`config.mk`:
```
export PLATFORM = sky130hd
export DESIGN_NAME = immediate_pack
export DESIGN_NICKNAME = d
export VERILOG_FILES = /design/src/rtl/immediate_pack.sv
export SDC_FILE = /design/constraint.sdc
export NUM_CORES = 1
export LEC_CHECK = 0
export ABC_CLOCK_PERIOD_IN_PS = 5700
export BUFFER_PORTS_ARGS = -buffer_cell sky130_fd_sc_hd__buf_4
export CAP_MARGIN = 20
export CORE_MARGIN = 2
export CORE_UTILIZATION = 60
export CTS_CLUSTER_SIZE = 25
export DETAILED_ROUTE_END_ITERATION = 12
export PLACE_DENSITY = 0.84
export RECOVER_POWER = 25
export SKIP_LAST_GASP = 1
export SYNTH_ARGS = -nofsm -noshare
export SYNTH_HDL_FRONTEND = slang
export SYNTH_SLANG_ARGS = --single-unit
```
`constraint.sdc`:
```
create_clock -name clk -period 5.7 [get_ports clk]
set_input_delay 0.285 -clock clk [delete_from_list [all_inputs] [get_ports clk]]
set_output_delay 0.285 -clock clk [all_outputs]
set_load 0.05 [all_outputs]
```
`src/rtl/immediate_pack.sv`:
```
// immediate_pack: streaming RISC-V instruction encoder.
// Packs opcode/register/funct fields and a decoder-convention immediate into a
// 32-bit word, queues it in a 2-entry buffer (output reg + skid reg) and tags
// it with an auto-incrementing instruction-memory byte address.
// Optional build macro: IMM_RANGE_CHECK_EN flags immediates that do not fit
// their field (the truncated field is still emitted).
module immediate_pack #(
    parameter logic [31:0] BASE_ADDR   = 32'h0,
    parameter int          DEPTH_WORDS = 1024
) (
    input  logic        clk,
    input  logic        rstN,
    input  logic        restart,
    input  logic        in_valid,
    output logic        in_ready,
    input  logic [2:0]  fmt,
    input  logic [6:0]  opcode,
    input  logic [4:0]  rd,
    input  logic [4:0]  rs1,
    input  logic [4:0]  rs2,
    input  logic [2:0]  funct3,
    input  logic [6:0]  funct7,
    input  logic [31:0] imm,
    output logic        out_valid,
    input  logic        out_ready,
    output logic [31:0] out_instr,
    output logic [31:0] out_addr,
    output logic        out_err
);

    typedef struct packed {
        logic [31:0] instr;
        logic [31:0] addr;
        logic        err;
    } word_t;

    typedef enum logic [1:0] {EMPTY, ONE, TWO} state_t;

    localparam logic [31:0] LAST_ADDR = BASE_ADDR + 32'(4 * (DEPTH_WORDS - 1));
    localparam word_t       RST_WORD  = '{instr: 32'h0, addr: BASE_ADDR, err: 1'b0};

    state_t      state, state_nxt;
    word_t       head, skid, new_word;
    logic [31:0] cnt, word_addr;
    logic [31:0] pack_instr;
    logic        fmt_bad, range_bad;
    logic        accept, drain;

    assign accept = in_valid & in_ready;
    assign drain  = out_valid & out_ready;

    // Field placement; mirrors the immediate decoder bit-for-bit.
    always_comb begin
        pack_instr = 32'h0;
        fmt_bad    = 1'b0;
        case (fmt)
            3'd0: pack_instr = {funct7, rs2, rs1, funct3, rd, opcode};
            3'd1: pack_instr = {imm[11:0], rs1, funct3, rd, opcode};
            3'd2: pack_instr = {imm[11:5], rs2, rs1, funct3, imm[4:0], opcode};
            3'd3: pack_instr = {imm[11], imm[9:4], rs2, rs1, funct3, imm[3:0], imm[10], opcode};
            3'd4: pack_instr = {imm[19:0], rd, opcode};
            3'd5: pack_instr = {imm[19], imm[9:0], imm[10], imm[18:11], rd, opcode};
            default: begin
                pack_instr = 32'h0000_0013;  // NOP stands in for an illegal format
                fmt_bad    = 1'b1;
            end
        endcase
    end

`ifdef IMM_RANGE_CHECK_EN
    // Immediate must be the sign extension of its 12- or 20-bit field.
    always_comb begin
        range_bad = 1'b0;
        case (fmt)
            3'd1, 3'd2, 3'd3: range_bad = (imm[31:11] != {21{imm[11]}});
            3'd4, 3'd5:       range_bad = (imm[31:19] != {13{imm[19]}});
            default:          range_bad = 1'b0;
        endcase
    end
`else
    logic unused_imm_hi;
    assign unused_imm_hi = &{1'b0, imm[31:20]};
    assign range_bad     = 1'b0;
`endif

    // A restart coincident with an accept rebases that very word.
    assign word_addr = restart ? BASE_ADDR : cnt;
    assign new_word  = '{instr: pack_instr, addr: word_addr, err: fmt_bad | range_bad};

    // Address counter: +4 per accepted word, wrapping inside the window.
    always_ff @(posedge clk or negedge rstN) begin
        if (!rstN)
            cnt <= BASE_ADDR;
        else if (accept)
            cnt <= (word_addr == LAST_ADDR) ? BASE_ADDR : word_addr + 32'd4;
        else if (restart)
            cnt <= BASE_ADDR;
    end

    // Occupancy next-state.
    always_comb begin
        state_nxt = state;
        case (state)
            EMPTY: if (accept) state_nxt = ONE;
            ONE: begin
                if (accept && !drain)      state_nxt = TWO;
                else if (!accept && drain) state_nxt = EMPTY;
            end
            TWO:     if (drain) state_nxt = ONE;
            default: state_nxt = EMPTY;
        endcase
    end

    // Occupancy register; in_ready is registered from the next occupancy.
    always_ff @(posedge clk or negedge rstN) begin
        if (!rstN) begin
            state    <= EMPTY;
            in_ready <= 1'b1;
        end else begin
            state    <= state_nxt;
            in_ready <= (state_nxt != TWO);
        end
    end

    // Queue data: head feeds the output, skid catches a word while head stalls.
    always_ff @(posedge clk or negedge rstN) begin
        if (!rstN) begin
            head <= RST_WORD;
            skid <= RST_WORD;
        end else begin
            case (state)
                EMPTY: if (accept) head <= new_word;
                ONE: begin
                    if (accept && drain) head <= new_word;
                    else if (accept)     skid <= new_word;
                end
                TWO:     if (drain) head <= skid;
                default: ;
            endcase
        end
    end

    assign out_valid = (state != EMPTY);
    assign out_instr = head.instr;
    assign out_addr  = head.addr;
    assign out_err   = head.err;

endmodule

```
==> reports/metrics.cfg, run 1 <==
[status]
status=finished clean

[setup_path]
required_ns=5.99
path_class=in2reg
crit_chain=buf_4, clkinv_1, nand2_1, inv_1, ha_1, nand3_1, or4_1, o31ai_2, nor2_1
r2r_slack_ns=3.31
max_stage_delay_ns=0.61
cp_slowest_cell=or4_1
cp.arrival_ns=2.81
cp-start-kind=input port
endpoint_kind=register
critPathMaxFanout=29

[drt]
antenna_left=0
via_per_inst=5.99
routed_wl_um=20300
vias=6864
wl_per_cell_um=17.7
drt_iter0_drc=577
drtPass1Iterations=7
route.detailed.drc=0

[pwr]
leakage_uw=0.00460
clkPwrFrac_pct=27.9
p_switching_uw=1600
sequentialPowerShare_pct=37.5
intPower_uw=2670
combPwrFrac_pct=34.6
irDropWorstVdd_v=0.000341
power.density_mw_per_mm2=430
total_power_uw=4260
p_sw_share_pct=37.5

[die]
dieArea_mm2=0.0146
num_rows=42
start_util_pct=61.8
core_area_mm2=0.0133
die_h_um=121
die_x_um=121
pin_count=139

[synthesis]
synthArstFlopShare_pct=100
synth_flop_cell=dfrtp_1
synth_fp_nets=930
ys_seq_area_share_pct=50.3
synth_edf_count=0
ys_seq_elements=165
syn_area_per_cell_um2=9.58
yosysUniqueCellTypes=52
yosysWarnings=0
syn_inst=857
syn_area_mm2=0.00821

[timing]
finalSetupViolCount=0
timing.final.crit_share_pct=44.2
slew_headroom_pct=44.0
hold_violations=0
tightest_slew_ns=0.839
finalWorstPathRequiredPeriod_ns=2.52
fmax_mhz=397
rsz0062_at_grt=false
clock_skew_ns=0.00748
fin_ws_ns=3.18
drv_slew=0
setup_tns_ns=0

[clock_tree]
post_cts_resized=0
numCtsBuffers=17
cts.path.max_buffers=2
clockRootBuffer=clkbuf_16
worstSkewPairLatency_ns=0.42
clock_sinks=165
htreeDepth=4
clk_pin_slew_worst_paths_ns=0.06
cts_tree=yes

[global_routing]
grt_pass1_vias=6710
grt_overflow=0
grtUsageTotal_pct=29.2
grt_max_degree=122
grt_pass1_wl_um=33600
antenna_found_initial=0

[placed_design]
pre_cts_ws_ns=2.54
hpwl_um=13000
gp_congestion=0.948
numPortBuffers=126

[cells_and_area]
nFillCells=954
area_delta_synth_final_pct=20.7
drive_gt1_share_pct=26.4
nNetsFinal=1029
diodes=0

[worst_hold_path]
min_path_type=in2reg

[job]
drv_cap=0

[kinds of logic after synthesis]
| family | share of synthesized area (%) |
|---|---|
| AOI/OAI and AO/OA | 13.8 |
| and+or+nand+nor | 18.9 |
| muxes | 12.4 |
| xor gates and xnor gates | 1.49 |
| DFF | 50.3 |
| adders and majority gates | 0.152 |
| buffers and inverters | 2.99 |
[power by group through the flow]
stage                     combinational, uW  sequential, uW  clock [uW]
final                                  1470            1600        1190
after global routing                   1570            1630        1250
after CTS                              1470            1600        1200
after detailed placement               1460            1610           0
after global placement                 1430            1600           0
after floorplan                         528            2070           0
[repair_timing]
| action | 4_1_cts | 5_1_grt |
|---|---|---|
| endpoints found under the hold margin | 0 | 10 |
| setup buffers | 0 | 0 |
| hold buffers | 0 | 1 |
| endpoints found under the setup margin | 0 | 0 |
[registers in the layout, indices dropped and copies added (netlist names)]
signal and flops:
skid 65, state 2, out_addr 32, cnt 32, out_instr 32, in_ready 1
out_err 1
[final timing paths]
path / cells after the start / from / end
min in group asynchronous: 2 / rstN / skid[5]
min reg2reg: 2 / skid[22] / skid[22]
max: 9 / restart / cnt[11]
min: 2 / out_ready / in_ready
max in group asynchronous: 4 / rstN / out_addr[22]
max reg2reg: 5 / in_ready / out_addr[20]
[per-layer routing]
layer	up-vias	global-route usage [%]	share of wire [%]
met5	-	0	0
met3	39	7.28	6.9
met1	3350	40.1	43
li1	3237	-	-
met2	238	45.6	48
met4	0	9.67	2.1
[cell usage after synthesis (6+ instances only)]
cell	number	area (um2)
a21oi_1	40	200
buf_1	9	33.8
nor4_1	13	81.3
nand2b_1	10	62.6
nor2_1	42	158
nand3_1	23	115
xor2_1	6	52.6
nor2b_1	18	113
clkbuf_1	42	158
mux2i_1	15	150
xnor2_1	8	70.1
dfrtp_1	164	4100
o21ai_0	100	500
nand4_1	12	75.1
a31oi_1	18	113
a22oi_1	15	113
mux2_2	77	867
nor3_1	18	90.1
nand2_1	155	582
[layout by cell type (no fill, tap or decap), drive strengths merged, types with 13 or more instances in the layout]
master  count
clkbuf     26
nor2       42
nor2b      18
nor4       13
nor3       18
nand2     155
a31oi      18
o21ai     100
dfrtp     164
nand3      24
a22oi      15
mux2i      15
a21oi      40
mux2       77
buf       133
[layout make-up]
cell class | count | area, um2 | share of cell area [%]
Sequential cell | 165 | 4130 | 41.7
Multi-Input combinational cell | 630 | 3860 | 38.9
Clock buffer | 24 | 492 | 4.96
Inverter | 6 | 22.5 | 0.227
Tap cell | 176 | 220 | 2.22
Clock inverter | 8 | 121 | 1.22
Timing Repair Buffer | 136 | 1070 | 10.8
[stage by stage]
step | utilization, % | hold slack [ns] | std cells | area (um2)
after floorplan | - | -0.0106 | 857 | 8210
after global placement | 69.3 | 0.461 | 1107 | 9210
after detailed placement | 69.3 | 0.470 | 1107 | 9210
after CTS | 73.9 | 0.0501 | 1139 | 9820
after global routing | 74.5 | 0.124 | 1145 | 9910
final | 74.5 | 0.106 | 1145 | 9910
[worst max-delay path, delay by kind of cell]
family	cells	cell delay (ns)
buf+inv	3	0.81
fa+ha+maj	1	0.18
simple gates	4	1.02
compound gates	1	0.50
Note: power is estimated with default switching activity, not from simulation.
==> inputs of run 2 (changes only) <==
--- a/config.mk
+++ b/config.mk
@@ -5,14 +5,15 @@
 export SDC_FILE = /design/constraint.sdc
 export NUM_CORES = 1
 export LEC_CHECK = 0
-export ABC_CLOCK_PERIOD_IN_PS = 5700
+export ABC_AREA = 1
+export ABC_CLOCK_PERIOD_IN_PS = 2450
 export BUFFER_PORTS_ARGS = -buffer_cell sky130_fd_sc_hd__buf_4
 export CAP_MARGIN = 20
 export CORE_MARGIN = 2
-export CORE_UTILIZATION = 60
+export CORE_UTILIZATION = 57
 export CTS_CLUSTER_SIZE = 25
 export DETAILED_ROUTE_END_ITERATION = 12
-export PLACE_DENSITY = 0.84
+export PLACE_DENSITY = 0.81
 export RECOVER_POWER = 25
 export SKIP_LAST_GASP = 1
 export SYNTH_ARGS = -nofsm -noshare
==> constraint.sdc (replaced) <==
create_clock -name clk -period 2.45 [get_ports clk]
set_input_delay 0.1225 -clock clk [delete_from_list [all_inputs] [get_ports clk]]
set_output_delay 0.1225 -clock clk [all_outputs]
set_load 0.05 [all_outputs]
==> run 2 against run 1 <==
Effect of this change: cell count is 25% higher; synthesized cell count is 30% higher; cell area is 1.2% higher; worst hold slack worse by 0.096 ns; utilization is 4.8 points lower; register-to-register slack worse by 2.8 ns; wire length is 5.5% higher; clock skew hardly changed; die area is 6.3% higher; synthesized area is 1.1% higher; total power grew to 2.6 times the previous value.
==> reports/metrics.cfg, run 2 <==
[die]
die_x_um=125
pin_count=139
start_util_pct=57.8
die_h_um=125
core_area_mm2=0.0144
dieArea_mm2=0.0156
num_rows=44

[setup_path]
cp-start-kind=register
reg2regPathDepth=7
endpoint_kind=register
path_class=reg2reg
r2r_slack_ns=0.53
required_ns=2.80
cp.arrival_ns=2.27
critPathMaxFanout=47

[clock_tree]
worstSkewPairLatency_ns=0.43
clk_pin_slew_worst_paths_ns=0.06
cts_tree=yes
htreeDepth=4
numCtsBuffers=17
clockRootBuffer=clkbuf_16
postCtsSetupBuffers=0
cts.path.max_buffers=2
clock_sinks=165

[synthesis]
synth_fp_nets=1188
syn_area_per_cell_um2=7.45
syn_inst=1115
syn_area_mm2=0.00831
netlist_top_cells_area=dfrtp_1 49%, nand2_1 17%, nor2_1 6.0%, o21ai_0 4.9%, inv_1 4.5%
synthMuxAreaShare_pct=0
synth_compound_area_share_pct=10.5
synth_xor_area_share_pct=1.37
ys_seq_elements=165
synthAdderAreaFrac_pct=0.151
yosysWarnings=0
synth_top_family_by_area=simple AND/OR/NAND/NOR gates
synth_flop_cell=dfrtp_1
synth_edf_count=0
synthArstFlopShare_pct=100
synth_top_cell_area_share_pct=49.4
ys_seq_area_share_pct=49.7
synth_largest_area_cell=dfrtp_1
yosysUniqueCellTypes=31
synth.most_common_cell=nand2_1
synth_commonest_cells=387 x nand2_1, 164 x dfrtp_1, 133 x nor2_1
synthSimpleGateAreaFrac_pct=30.5

[job]
drv_cap=0

[placed_design]
gp_congestion=0.953
numPortBuffers=126
hpwl_um=15100

[pwr]
sequentialPowerShare_pct=36.1
p_sw_share_pct=42.0
intPower_uw=6340
p_switching_uw=4590
leakage_uw=0.00511
total_power_uw=10900
irDropWorstVdd_v=0.000812
power.density_mw_per_mm2=1090
combPwrFrac_pct=39.4
clkPwrFrac_pct=24.4

[cells_and_area]
nNetsFinal=1303
nFillCells=1205
largest_register_ffs=65
drive_gt1_share_pct=16.7
area_delta_synth_final_pct=20.7
diodes=0
mostFrequentLayoutCells=386 x nand2_1, 164 x dfrtp_1, 137 x buf_4
final_common_cell=nand2_1
regMostFlops=skid

[status]
status=finished clean

[drt]
routed_wl_um=21400
via_per_inst=5.41
vias=7711
wl_per_cell_um=15.0
drt_iter0_drc=631
drtPass1Iterations=5
route.detailed.drc=0
antenna_left=0

[timing]
finalWorstPathRequiredPeriod_ns=1.92
slew_headroom_pct=3.99
timing.final.crit_share_pct=78.5
clock_skew_ns=0.00738
finalSetupViolCount=0
drv_slew=0
hold_violations=0
setup_tns_ns=0
tightest_slew_ns=1.44
fmax_mhz=520
rsz0062_at_grt=false

[global_routing]
grt_overflow=0
grt_max_degree=58
antenna_found_initial=0
grtUsageTotal_pct=28.3
grt_pass1_wl_um=35400
grt_pass1_vias=7255

[worst_hold_path]
hold_depth=4
min_path_type=in2reg

-- run 2: changes by cell type in the layout (fill, tap and decap cells not counted), moves of 18 or more --
| cell | delta |
|---|---|
| a21oi_1 | -27 |
| o21ai_1 | +24 |
| inv_1 | +95 |
| mux2_2 | -77 |
| a31oi_1 | +18 |
| o21ai_0 | -19 |
| nand2_1 | +233 |
| nor2_1 | +91 |
| nand3_1 | +29 |
-- run 2: logic make-up after synthesis --
logic type / Yosys count
simple gates: 619
flops: 165
compound gates: 162
buf+inv: 155
xor+xnor: 13
fa+ha+maj: 1
-- run 2: through the flow --
stage                     std cells  hold WS, ns  area, um2  utilization (%)  setup slack (ns)
final                          1426       0.0104      10000             69.8             0.527
after floorplan                1115       -0.173       8310                -             0.659
after detailed placement       1393        0.119       9420             65.6             0.387
after CTS                      1426     0.000725      10000             69.8             0.536
after global placement         1393        0.123       9420             65.6             0.426
after global routing           1426       0.0138      10000             69.8             0.370
-- run 2: final timing paths --
check	start	to
worst max-delay path	in_ready	out_instr[10]
worst max register to register	in_ready	out_instr[10]
worst min register to register	skid[52]	skid[52]
min in group asynchronous	rstN	out_instr[0]
worst min-delay path	opcode[1]	skid[34]
max in group asynchronous	rstN	skid[54]
-- run 2: cell type report --
| type | instances | area [um2] | share of cell area [%] |
|---|---|---|---|
| clock buffer | 21 | 470 | 4.69 |
| clock inverter | 10 | 120 | 1.20 |
| inverter | 107 | 404 | 4.03 |
| multi-input combinational | 795 | 3540 | 35.3 |
| sequential | 165 | 4130 | 41.2 |
| tap | 184 | 230 | 2.30 |
| timing repair buffer | 144 | 1130 | 11.3 |
-- run 2: power by group through the flow --
| stage | logic, uW | clock network [uW] | registers [uW] |
|---|---|---|---|
| 2_1_floorplan | 1280 | 0 | 5620 |
| 3_3_place_gp | 4250 | 0 | 3950 |
| 3_5_place_dp | 4310 | 0 | 3990 |
| 4_1_cts | 4330 | 2700 | 3950 |
| 5_1_grt | 4610 | 2830 | 4020 |
| 6_report | 4310 | 2670 | 3950 |
-- run 2: what timing repair did --
item                                   CTS  global route
resized for setup                        0             0
endpoints found under the hold margin   54             0
hold buffers                             2             0
-- run 2: critical path, cell delays in order (launching register included) --
cell and delay (ns):
dfstp_2 0.53, nand2_2 0.06, inv_2 0.21, a21oi_2 0.14, nor2_4 0.12, buf_4 0.41
o21ai_0 0.19, o21ai_1 0.17
-- run 2: layer usage --
metal  GRT usage [%]  vias up  part of all wire [%]
met1            38.5     3616                    44
met3            5.67       36                   6.9
met2            45.5      286                    47
met4            9.91        0                   2.3
met5               0        -                     0
li1                -     3773                     -
